File: src/rtl/inst_fetch_pkg.sv
// rtl/inst_fetch_pkg.sv - shared encodings and defaults for the instruction fetch stage
package inst_fetch_pkg;

  typedef enum logic [1:0] {
    PC_SEQ  = 2'd0,
    PC_BR   = 2'd1,
    PC_WD   = 2'd2,
    PC_HOLD = 2'd3
  } pc_src_e;

  typedef enum logic [1:0] {
    F_IDLE = 2'd0,
    F_REQ  = 2'd1,
    F_DROP = 2'd2
  } fetch_state_e;

  localparam logic [31:0] DEFAULT_RESET_VECTOR = 32'h0000_0000;

endpackage

File: src/rtl/inst_fetch_if.sv
// rtl/inst_fetch_if.sv - single-outstanding request/ack bus to instruction memory
interface inst_fetch_if #(
  parameter int ADDR_W = 32
) ();

  logic              imem_req;
  logic [ADDR_W-1:0] imem_addr;
  logic [31:0]       imem_rdata;
  logic              imem_ack;

  modport master (
    output imem_req,
    output imem_addr,
    input  imem_rdata,
    input  imem_ack
  );

  modport slave (
    input  imem_req,
    input  imem_addr,
    output imem_rdata,
    output imem_ack
  );

endinterface

File: src/rtl/inst_fetch_pc_next_calc.sv
// rtl/inst_fetch_pc_next_calc.sv - combinational next-PC select with misalignment detect
module inst_fetch_pc_next_calc
  import inst_fetch_pkg::*;
#(
  parameter int ADDR_W = 32
) (
  input  logic [ADDR_W-1:0] pc,
  input  logic [1:0]        pc_src,
  input  logic [23:0]       imm24,
  input  logic [ADDR_W-1:0] pc_wdata,
  output logic [ADDR_W-1:0] next_pc,
  output logic              misalign_det
);

  logic [ADDR_W-1:0] br_offset;

  // Word offset: sign-extended imm24 scaled by 4; all sums wrap at ADDR_W bits.
  assign br_offset = {{(ADDR_W-26){imm24[23]}}, imm24, 2'b00};

  always_comb begin
    next_pc      = pc;
    misalign_det = 1'b0;
    unique case (pc_src)
      PC_SEQ:  next_pc = pc + ADDR_W'(4);
      PC_BR:   next_pc = pc + br_offset;
      PC_WD: begin
        next_pc      = {pc_wdata[ADDR_W-1:2], 2'b00};
        misalign_det = (pc_wdata[1:0] != 2'b00);
      end
      PC_HOLD: next_pc = pc;
      default: next_pc = pc;
    endcase
  end

endmodule

File: src/rtl/inst_fetch.sv
// rtl/inst_fetch.sv - PC, one-word prefetch buffer, IR and imem request FSM
module inst_fetch
  import inst_fetch_pkg::*;
#(
  parameter int                ADDR_W       = 32,
  parameter logic [ADDR_W-1:0] RESET_VECTOR = ADDR_W'(DEFAULT_RESET_VECTOR)
) (
  input  logic              clk,
  input  logic              rst,
  input  logic              write_pc,
  input  logic              write_ir,
  input  logic [1:0]        pc_src,
  input  logic [23:0]       imm24,
  input  logic [ADDR_W-1:0] pc_wdata,
  inst_fetch_if.master      imem,
  output logic [31:0]       I,
  output logic              W_IR_valid,
  output logic [ADDR_W-1:0] pc,
  output logic              misalign
);

  fetch_state_e      state;
  logic [ADDR_W-1:0] pc_q;
  logic [ADDR_W-1:0] req_addr;
  logic [ADDR_W-1:0] next_pc;
  logic [31:0]       ir_q;
  logic [31:0]       buf_q;
  logic              buf_valid;
  logic              req_q;
  logic              misalign_q;
  logic              misalign_det;

  inst_fetch_pc_next_calc #(.ADDR_W(ADDR_W)) u_pc_next_calc (
    .pc           (pc_q),
    .pc_src       (pc_src),
    .imm24        (imm24),
    .pc_wdata     (pc_wdata),
    .next_pc      (next_pc),
    .misalign_det (misalign_det)
  );

  always_ff @(posedge clk) begin
    if (rst) begin
      pc_q       <= RESET_VECTOR;
      ir_q       <= '0;
      buf_q      <= '0;
      buf_valid  <= 1'b0;
      misalign_q <= 1'b0;
      state      <= F_REQ;
      req_q      <= 1'b1;
      req_addr   <= RESET_VECTOR;
    end else begin
      if (write_pc) begin
        pc_q <= next_pc;
        if (misalign_det) misalign_q <= 1'b1;
      end
      if (write_ir && buf_valid) ir_q <= buf_q;
      if (write_pc || write_ir) buf_valid <= 1'b0;

      // buf_valid is only ever 1 in F_IDLE, so the fill below never races an IR load.
      unique case (state)
        F_IDLE: begin
          if (write_pc) begin
            state    <= F_REQ;
            req_q    <= 1'b1;
            req_addr <= next_pc;
          end else if (!buf_valid) begin
            state    <= F_REQ;
            req_q    <= 1'b1;
            req_addr <= pc_q;
          end
        end
        F_REQ: begin
          if (imem.imem_ack) begin
            if (write_pc) begin
              req_addr <= next_pc;
            end else begin
              buf_q     <= imem.imem_rdata;
              buf_valid <= 1'b1;
              state     <= F_IDLE;
              req_q     <= 1'b0;
            end
          end else if (write_pc) begin
            state <= F_DROP;
          end
        end
        F_DROP: begin
          if (imem.imem_ack) begin
            state    <= F_REQ;
            req_addr <= write_pc ? next_pc : pc_q;
          end
        end
        default: begin
          state    <= F_REQ;
          req_q    <= 1'b1;
          req_addr <= pc_q;
        end
      endcase
    end
  end

  assign imem.imem_req  = req_q;
  assign imem.imem_addr = req_addr;
  assign I              = ir_q;
  assign W_IR_valid     = buf_valid;
  assign pc             = pc_q;
  assign misalign       = misalign_q;

endmodule

File: src/flat_wrapper.sv
// flat-port wrapper written by rule: the top's interface ports become plain ports
module inst_fetch_flat import inst_fetch_pkg::*;
#(
  parameter int                ADDR_W       = 32,
  parameter logic [ADDR_W-1:0] RESET_VECTOR = ADDR_W'(DEFAULT_RESET_VECTOR)
)
  (clk, rst, write_pc, write_ir, pc_src, imm24, pc_wdata, I, W_IR_valid, pc, misalign, imem_imem_req, imem_imem_addr, imem_imem_rdata, imem_imem_ack);
  inst_fetch_if #(.ADDR_W(ADDR_W)) imem_i ();
  input  logic clk;
  input  logic rst;
  input  logic write_pc;
  input  logic write_ir;
  input  logic [1:0] pc_src;
  input  logic [23:0] imm24;
  input  logic [ADDR_W-1:0] pc_wdata;
  output logic [31:0] I;
  output logic W_IR_valid;
  output logic [ADDR_W-1:0] pc;
  output logic misalign;
  output wire logic [$bits(imem_i.imem_req)-1:0] imem_imem_req;
  output wire logic [$bits(imem_i.imem_addr)-1:0] imem_imem_addr;
  input wire logic [$bits(imem_i.imem_rdata)-1:0] imem_imem_rdata;
  input wire logic [$bits(imem_i.imem_ack)-1:0] imem_imem_ack;
  assign imem_imem_req = imem_i.imem_req;
  assign imem_imem_addr = imem_i.imem_addr;
  assign imem_i.imem_rdata = imem_imem_rdata;
  assign imem_i.imem_ack = imem_imem_ack;
  inst_fetch #(.ADDR_W(ADDR_W), .RESET_VECTOR(RESET_VECTOR)) u_core (.clk(clk), .rst(rst), .write_pc(write_pc), .write_ir(write_ir), .pc_src(pc_src), .imm24(imm24), .pc_wdata(pc_wdata), .imem(imem_i), .I(I), .W_IR_valid(W_IR_valid), .pc(pc), .misalign(misalign));
endmodule
File: config.mk
export PLATFORM = sky130hd
export DESIGN_NAME = inst_fetch_flat
export DESIGN_NICKNAME = d
export VERILOG_FILES = /design/src/rtl/inst_fetch_pkg.sv /design/src/rtl/inst_fetch_if.sv /design/src/rtl/inst_fetch_pc_next_calc.sv /design/src/rtl/inst_fetch.sv /design/src/flat_wrapper.sv
export SDC_FILE = /design/constraint.sdc
export NUM_CORES = 1
export LEC_CHECK = 0
export CAP_MARGIN = 25
export CORE_MARGIN = 3
export CORE_UTILIZATION = 40
export CTS_CLUSTER_DIAMETER = 50
export CTS_CLUSTER_SIZE = 16
export DETAILED_ROUTE_END_ITERATION = 6
export PLACE_DENSITY = 0.76
export SYNTH_ARGS = -nofsm -noshare
export SYNTH_HDL_FRONTEND = slang
export SYNTH_HIERARCHICAL = 1
export SYNTH_SLANG_ARGS = --single-unit
File: constraint.sdc
create_clock -name clk -period 4.2 [get_ports clk]
set_input_delay 0.42 -clock clk [delete_from_list [all_inputs] [get_ports clk]]
set_output_delay 0.42 -clock clk [all_outputs]
set_load 0.05 [all_outputs]
==> metrics.txt, run 1 <==
status completed; Critical Path RT roughly 4.5 ns; PostCTS Resize Cnt 0; dpl cells 1,304; Worst EP arrival 3.43 ns; Antenna Nets Post-Route 0; sequential share of power a little under two fifths; RSZ-0062 raised after global routing false; cell taking the most area after synthesis dfxtp_1; P_leak 4.10 nW; Setup TNS 0 ns; die area 20,800 µm²; synth warn 6; Sink Count between 100 and 150; CP Max Fanout 24; Die Y between 100 and 150 µm; crit path capture type register; nets@finish 1,219; Clk pin slew, worst setup/hold paths 0.06 ns; CP Class in -> reg; Worst Tran Pin Value 0.932 ns; switching pwr 1.31 mW; commonest cells after routing, fill and taps aside clkdlybuf4s50_1, nand2_1, dfxtp_1; Max Transition Viols Final 0; Synth async-reset ratio 0%; Synth Instances 931; final hold vios 0; max frequency 323 MHz; GRT overflow 0; share of cells above drive strength 1 a little under a tenth; Max Cap Violations 0; # diodes 0; number of antenna violations at the first check in global routing 0; clk_skew 0.00866 ns; area of the core 18,400 µm²; critical-path cell list buf_2 > nor2b_1 > buf_4 > and2_1 > ha_1 > a21oi_1 > o21ai_0 > a221o_1 > a31oi_1 > o311ai_0 > a21oi_1 > mux2i_1 > a211oi_2; Startpoint Class input port; Via density between 5 and 6; Initial Util 41.6%; Max Buffers Root-to-Sink 2; final non-filler cell total 1,336; sequential cell area roughly 2700 µm²; Final HPWL DP 15,200 µm; EDFF count, synth 0; DRT Pass-1 Iters 5; max incr delay on CP 0.40 ns; commonest non-fill, non-tap cell in the layout clkdlybuf4s50_1; std cell rows slightly below 50; minimum clock period 3.10 ns; Logic pwr share 25.4%; port bufs 193; WHS 0.392 ns; IO Pins 194; clock latency on the worst-skew pair 0.42 ns; H-tree depth 4; TritonCTS buffer count 17; total track usage 20.3%; Setup Buffers After CTS 0; GPL Wtd Cong 0.896; syn_nets 1,056; fin crit share 73.8%; Slew HR 37.9%; Yosys cell types 61; root buffer cell clkbuf_16; switching share of power 34.2%; First DRT Iteration DRCs between 500 and 600; DR WL/cell ~16 µm; FILL cells 1,689; VDD IR-drop max roughly 0.26 mV; vias 7,206; DR DRC count 0; Total Wirelength ~22,000 µm; cts hold-fix bufs 0; largest net degree at the start of global routing 82; HP Class in -> reg; CTS tree done; share of the synthesized area in the top cell type 34.8%; P_int 2.52 mW; Primary FF master, synth dfxtp_1; sequential cell area fraction in the yosys report a little over a third; Synth Register Bits 133; final-report setup violation count 0; cell mode on critical path a21oi_1; first-pass GRT wire length 34,100 µm; synth top area cells dfxtp_1, mux2i_1, nand2_1; Multi-input gate area 4660 µm²; PwrDens approximately 370 nW/µm²; mean post-synth cell area 8.21 µm²; die width 144 µm; clock share of power 37.9%; Post-Syn Area 7650 µm²; vias in the first global route 6,742; Area growth, synth to finish 34.1%; CP max-delay cell a31oi_1
==> path summary, 6_finish.rpt <==
path / start / endpoint / slack (ns) / cells past startpoint
setup / recovery: pc_src[0] / u_core/imem.imem_addr[29] / 1.10 / 13
hold / removal: write_pc / u_core/W_IR_valid / 0.39 / 4
setup reg to reg: u_core/pc[2] / u_core/imem.imem_addr[22] / 1.30 / 12
hold reg to reg: u_core/buf_q[28] / u_core/I[28] / 0.45 / 2
==> layout make-up <==
cell class	instances	share of cell area, %
multi-input combinational	726	45.5
sequential	133	26.0
timing repair buffer	205	19.7
clock buffer	17	4.15
tap	229	2.79
clock inverter	15	1.46
inverter	11	0.403
==> critical path, delay by kind of cell <==
kind            cells  cell delay, ns
compound gates      7            1.88
simple gates        2            0.32
buf+inv             2            0.30
fa+ha+maj           1            0.34
mux                 1            0.15
==> power by group through the flow <==
stage,logic (mW),registers [mW],clock network (mW)
after detailed placement,0.974,1.43,0
after global routing,1.05,1.42,1.53
after floorplan,0.460,1.63,0
after global placement,0.960,1.43,0
after CTS,0.978,1.41,1.49
final,0.974,1.41,1.45
==> cells by family after synthesis <==
logic type,after synthesis,synth area share [%]
simple gates,355,20.5
compound gates,225,20.4
flops,133,34.8
mux,96,12.7
buf+inv,72,4.22
fa+ha+maj,30,5.01
xor+xnor,20,2.29
==> synth_stat cells (all sizes together), types with 12 or more instances <==
cell,count
nor2,96
and2,29
nand2,171
a21oi,109
mux2i,85
ha,29
a211oi,32
dfxtp,133
buf,23
nand2b,12
clkbuf,38
o21ai,34
==> routing by layer <==
metal | track usage (%) | wire length, µm | vias up
met4 | 6.48 | 359 | 0
met1 | 27.5 | 9850 | 3378
met5 | 0 | 0 | -
li1 | - | - | 3581
met3 | 3.67 | 1190 | 25
met2 | 33.0 | 10200 | 222
==> flip-flops by register name (all words and copies together) (netlist names) <==
name,cells
u_core/I,32
u_core/W_IR_valid,1
u_core/buf_q,32
u_core/imem.imem_addr,32
u_core/imem.imem_req,1
u_core/misalign,1
u_core/pc,32
u_core/state,2
==> stage by stage <==
stage	worst slack, ns	utilization (%)	cell area (µm²)	power, mW
6_report	1.10	55.8	10300	3.83
5_1_grt	0.850	55.8	10300	3.99
4_1_cts	1.17	55.8	10300	3.87
3_5_place_dp	0.724	52.6	9680	2.41
3_3_place_gp	0.777	52.5	9650	2.39
2_1_floorplan	0.728	-	7650	2.09
Note: power is estimated with default switching activity, not from simulation.
==> run 2: changes to the inputs <==
--- a/config.mk
+++ b/config.mk
@@ -11,7 +11,7 @@
 export CTS_CLUSTER_DIAMETER = 50
 export CTS_CLUSTER_SIZE = 16
 export DETAILED_ROUTE_END_ITERATION = 6
-export PLACE_DENSITY = 0.76
+export PLACE_DENSITY = 0.79
 export SYNTH_ARGS = -nofsm -noshare
 export SYNTH_HDL_FRONTEND = slang
 export SYNTH_HIERARCHICAL = 1
==> constraint.sdc (replaced) <==
create_clock -name clk -period 2.8 [get_ports clk]
set_input_delay 0.28 -clock clk [delete_from_list [all_inputs] [get_ports clk]]
set_output_delay 0.28 -clock clk [all_outputs]
set_load 0.05 [all_outputs]
==> run 2 against run 1 <==
Net effect:
- count of clock-buffer cells in the layout is the same
- via count up 3.4%
- sequential power increased by 50%
- worst hold slack worse by 0.086 ns
- largest power group unchanged
==> metrics.txt, run 2 (synthesis results as in run 1) <==
fin crit share 97.0%; Initial Util 41.6%; fin util 60.3%; Multi-input gate area 4800 µm²; HP Class in -> reg; M2 GR Usage between 30% and 40%; critical-path cell list clkdlybuf4s50_1 > and2_1 > ha_1 > a21o_1 > a31oi_1 > a21o_1 > a21oi_2 > o21ai_4 > mux2_4 > a221oi_2 > mux2i_1 > a211oi_1; # diodes 0; commonest non-fill, non-tap cell in the layout clkdlybuf4s50_1; max incr delay on CP 0.45 ns; busiest metal layer after global routing met2; largest net degree at the start of global routing about 70; P_leak 4.56 nW; Worst EP arrival 3.05 ns; std cell rows a little under 50; number of antenna violations at the first check in global routing 0; Final HPWL DP roughly 16,000 µm; First DRT Iteration DRCs 389; Max Buffers Root-to-Sink 2; status completed; IO Pins around 190; Via density between 5 and 6; worst min-delay path startpoint write_pc; die width 144 µm; Worst R2R Start u_core/pc[6]; crit-path leading delay family compound AO/OA/AOI/OAI gates; Buffers & Inverters on Critical Path 1; DR WL/cell about 16 µm; H-tree depth 4; clk_skew around 0.015 ns; total track usage 21.2%; Die Y 144 µm; Setup Buffers After CTS 0; Max Cap Violations 0; FILL cells 1,587; DRT Pass-1 Iters 5; Startpoint Class input port; first-pass GRT wire length about 36,000 µm; area of the core 18,400 µm²; root buffer cell clkbuf_16; final hold vios 0; share of cells above drive strength 1 roughly 18%; cell mode on critical path a21o_1; CP Max Fanout 5; PostCTS Resize Cnt 0; Clk pin slew, worst setup/hold paths 0.07 ns; VDD IR-drop max 0.390 mV; Antenna Nets Post-Route 0; port bufs 193; cts hold-fix bufs 0; die area 20,800 µm²; nets@finish 1,305; WHS 0.305 ns; PwrDens 538 nW/µm²; sequential cell area 2670 µm²; GR met3 Demand/Resource approximately 5.4%; vias in the first global route 7,316; minimum clock period 2.72 ns; vias ~7.5k; CP Class in -> reg; final-report setup violation count 0; GRT met1 Usage approximately 27%; TritonCTS buffer count 17; Critical Path RT 3.13 ns; critical path startpoint imm24[4]; clock latency on the worst-skew pair between 0.4 and 0.5 ns; Slew HR 50.1%; crit path capture type register; Area growth, synth to finish 45.0%; max frequency 368 MHz; CP max-delay cell clkdlybuf4s50_1; DR DRC count 0; GPL Wtd Cong 0.870; GRT overflow 0; Sink Count about 130; RSZ-0062 raised after global routing true; commonest cells after routing, fill and taps aside clkdlybuf4s50_1, nand2_1, dfxtp_1; Max Transition Viols Final 0; Total Wirelength roughly 23,000 µm; Worst Tran Pin Value 0.749 ns; CTS tree done
==> run 2: cell count changes in the layout (fill, tap and decap cells not counted), sizes merged <==
cell      before  now
buf           16  102
inv           23   20
clkinv         2    3
clkinvlp       1    2
bufinv         0    1
==> run 2: report_power, final <==
group	switching (mW)	total (mW)	internal, mW	leakage [nW]
clock network	0.984	2.27	1.28	0.291
logic	0.920	1.60	0.678	3.18
registers	0.0954	2.11	2.01	1.09
==> run 2: area by class of cell <==
cell class | count | area share, %
clock buffers | 17 | 3.84
clock inverters | 15 | 1.65
inverters | 11 | 0.372
multi-input cells | 726 | 43.3
flip-flops and latches | 133 | 24.0
well taps | 229 | 2.58
repair buffers | 291 | 24.2
==> run 2: path summary, 6_finish.rpt <==
path                                                   to  slack [ns]  depth (start not counted)
worst max-delay path            u_core/imem.imem_addr[23]        0.08                         12
worst min-delay path                    u_core/W_IR_valid        0.31                          4
worst max register to register  u_core/imem.imem_addr[23]        0.17                         10
worst min register to register               u_core/I[13]        0.45                          2
==> run 2: through the flow <==
| step | power, mW | area, µm² | instances | setup TNS [ns] | setup WS (ns) |
|---|---|---|---|---|---|
| after floorplan | 3.17 | 7820 | 931 | -0.0682 | -0.0434 |
| after global placement | 3.71 | 10500 | 1390 | -6.11 | -0.321 |
| after detailed placement | 3.74 | 10500 | 1390 | -9.21 | -0.388 |
| after CTS | 6.02 | 11100 | 1422 | 0 | 0.0222 |
| after global routing | 6.23 | 11100 | 1422 | -0.0742 | -0.0252 |
| final | 5.97 | 11100 | 1422 | 0 | 0.0838 |
==> run 2: worst register-to-register path: cells and delay by family, from the launching register on <==
family	cells	cell delay, ns
adders and majority gates	1	0.37
muxes	2	0.44
AOI/OAI and AO/OA	7	1.37
DFF	1	0.35
==> run 2: per-layer routing <==
metal	share of wire, %	routed length (µm)
met1	46	10300
met2	48	10800
met3	5.3	1210
met4	1.0	234
met5	0	0
==> run 3: changes to the inputs <==
--- a/config.mk
+++ b/config.mk
@@ -6,12 +6,12 @@
 export NUM_CORES = 1
 export LEC_CHECK = 0
 export CAP_MARGIN = 25
-export CORE_MARGIN = 3
 export CORE_UTILIZATION = 40
 export CTS_CLUSTER_DIAMETER = 50
 export CTS_CLUSTER_SIZE = 16
 export DETAILED_ROUTE_END_ITERATION = 6
 export PLACE_DENSITY = 0.79
+export SKIP_LAST_GASP = 1
 export SYNTH_ARGS = -nofsm -noshare
 export SYNTH_HDL_FRONTEND = slang
 export SYNTH_HIERARCHICAL = 1
==> run 3 against run 2 <==
Net effect:
- sequential power about the same
- global-route usage increased by 1.3 points
- combinational power about the same
- via count increased by 0.83%
- die area decreased by 5.5%
- sequential share of layout area increased by 0.11 points
- total power increased by 0.16%
- critical path depth increased by 2
- first-iteration DRC count decreased by 13%
- register-to-register slack got worse by 0.03 ns
- critical endpoint is now u_core/imem.imem_addr[18]
- largest power group unchanged
==> metrics.txt, run 3 (synthesis results as in run 1) <==
status completed; nets@finish 1,296; GPL Wtd Cong 0.911; vias 7,513; Setup TNS 0 ns; Die Y between 100 and 150 µm; Max Buffers Root-to-Sink 2; Startpoint Class input port; Critical Path RT 3.10 ns; die width 140 µm; switching pwr 2.02 mW; share of cells above drive strength 1 16.6%; commonest non-fill, non-tap cell in the layout clkdlybuf4s50_1; final-report setup violation count 0; VDD IR-drop max 0.410 mV; clk_skew between 0.008 and 0.009 ns; switching share of power approximately 34%; max frequency 366 MHz; wl on met1 9820 µm; Logic pwr share between 20% and 30%; Sink Count approximately 130; DRT Pass-1 Iters 6; Max Transition Viols Final 0; crit path capture type register; Clk pin slew, worst setup/hold paths 0.07 ns; IO Pins 194; CP Class in -> reg; Total Wirelength ~22,000 µm; Worst Tran Pin Value 0.723 ns; die area 19,700 µm²; Final HPWL DP ~16,000 µm; P_int 3.97 mW; vias in the first global route 7,290; root buffer cell clkbuf_16; final hold vios 0; total track usage a little under a quarter; HP Class in -> reg; Area growth, synth to finish 44.3%; largest net degree at the start of global routing 72; commonest cells after routing, fill and taps aside clkdlybuf4s50_1, nand2_1, dfxtp_1; fin crit share 97.7%; GRT overflow 0; minimum clock period about 2.7 ns; CTS tree done; fin util 59.0%; CP max-delay cell clkdlybuf4s50_1; sequential share of power 35.3%; Setup Buffers After CTS 0; TritonCTS buffer count 17; Antenna Nets Post-Route 0; cts hold-fix bufs 0; Max Cap Violations 0; Worst EP arrival 3.03 ns; DR DRC count 0; max incr delay on CP 0.47 ns; P_leak 4.51 nW; met2 WL 10,700 µm; port bufs 193; Top Layer Used met5; DR WL/cell 15.7 µm; met3 routed WL 1280 µm; RSZ-0062 raised after global routing true; dpl cells about 1.4k; CP Max Fanout 3; clock latency on the worst-skew pair 0.42 ns; clock share of power 38.1%; First DRT Iteration DRCs 338; critical-path cell list clkdlybuf4s50_1 > nand2b_1 > ha_1 > inv_1 > fa_1 > nor2b_2 > o2111ai_1 > nand3_2 > a21boi_1 > o21ai_0 > nand4b_1 > o211a_1 > mux2i_1 > a211oi_2; Initial Util 40.9%; first-pass GRT wire length 35,600 µm; # diodes 0; PwrDens around 540 nW/µm²; Via density 5.30; area of the core around 19,000 µm²; H-tree depth 4; Slew HR about 52%; number of antenna violations at the first check in global routing 1; final non-filler cell total 1,418; std cell rows 50
## run 3: changes by cell type in the layout (fill, tap and decap cells not counted), sizes merged
cell,before,now
buf,102,93
inv,20,21
clkinvlp,2,1
## run 3: worst paths after layout
| kind | start | endpoint | slack (ns) | cells after the start |
|---|---|---|---|---|
| setup reg to reg | u_core/pc[2] | u_core/imem.imem_addr[18] | 0.14 | 12 |
| hold / removal | rst | u_core/pc[3] | 0.34 | 2 |
| hold reg to reg | u_core/buf_q[21] | u_core/I[21] | 0.45 | 2 |
| setup / recovery | imm24[0] | u_core/imem.imem_addr[18] | 0.07 | 14 |
## run 3: stage by stage
step           power (mW)  setup WS [ns]  instance area (µm²)  hold WS, ns
2_1_floorplan        3.17        -0.0434                 7820        0.359
3_3_place_gp         3.70         -0.290                10400        0.435
3_5_place_dp         3.73         -0.448                10400        0.444
4_1_cts              6.02         0.0740                11000        0.325
5_1_grt              6.23       -0.00412                11000        0.351
6_report             5.98         0.0653                11000        0.335
## run 3: worst max-delay path: cells and delay by family
family	cells	cell delay, ns
AOI/OAI and AO/OA	5	0.85
and+or+nand+nor	4	0.61
muxes	1	0.19
buffers and inverters	2	0.53
adders and majority gates	2	0.58
## run 3: final cells by class
cell class	instances	area, µm²
multi-input combinational	726	4810
clock buffer	17	425
tap	234	293
sequential	133	2660
fill	1614	7670
inverter	11	41.3
clock inverter	15	181
timing repair buffer	282	2620
## run 3: what timing repair did
action                                  4_1_cts  5_1_grt
cloned                                        0        0
pin swaps                                     0        1
endpoints found under the setup margin        1       14
gates resized for setup                       1        9
## run 3: power by group through the flow
stage / logic, mW / clock network, mW / registers [mW]
after floorplan: 0.716 / 0 / 2.45
after CTS: 1.59 / 2.32 / 2.11
after global placement: 1.55 / 0 / 2.15
after global routing: 1.69 / 2.41 / 2.13
final: 1.59 / 2.28 / 2.11
after detailed placement: 1.58 / 0 / 2.15
## run 3: per-layer routing
layer	up-vias	GRT usage [%]
met1	3511	26.9
met5	-	0
met3	43	4.99
met2	226	39.3
met4	2	8.73
li1	3731	-
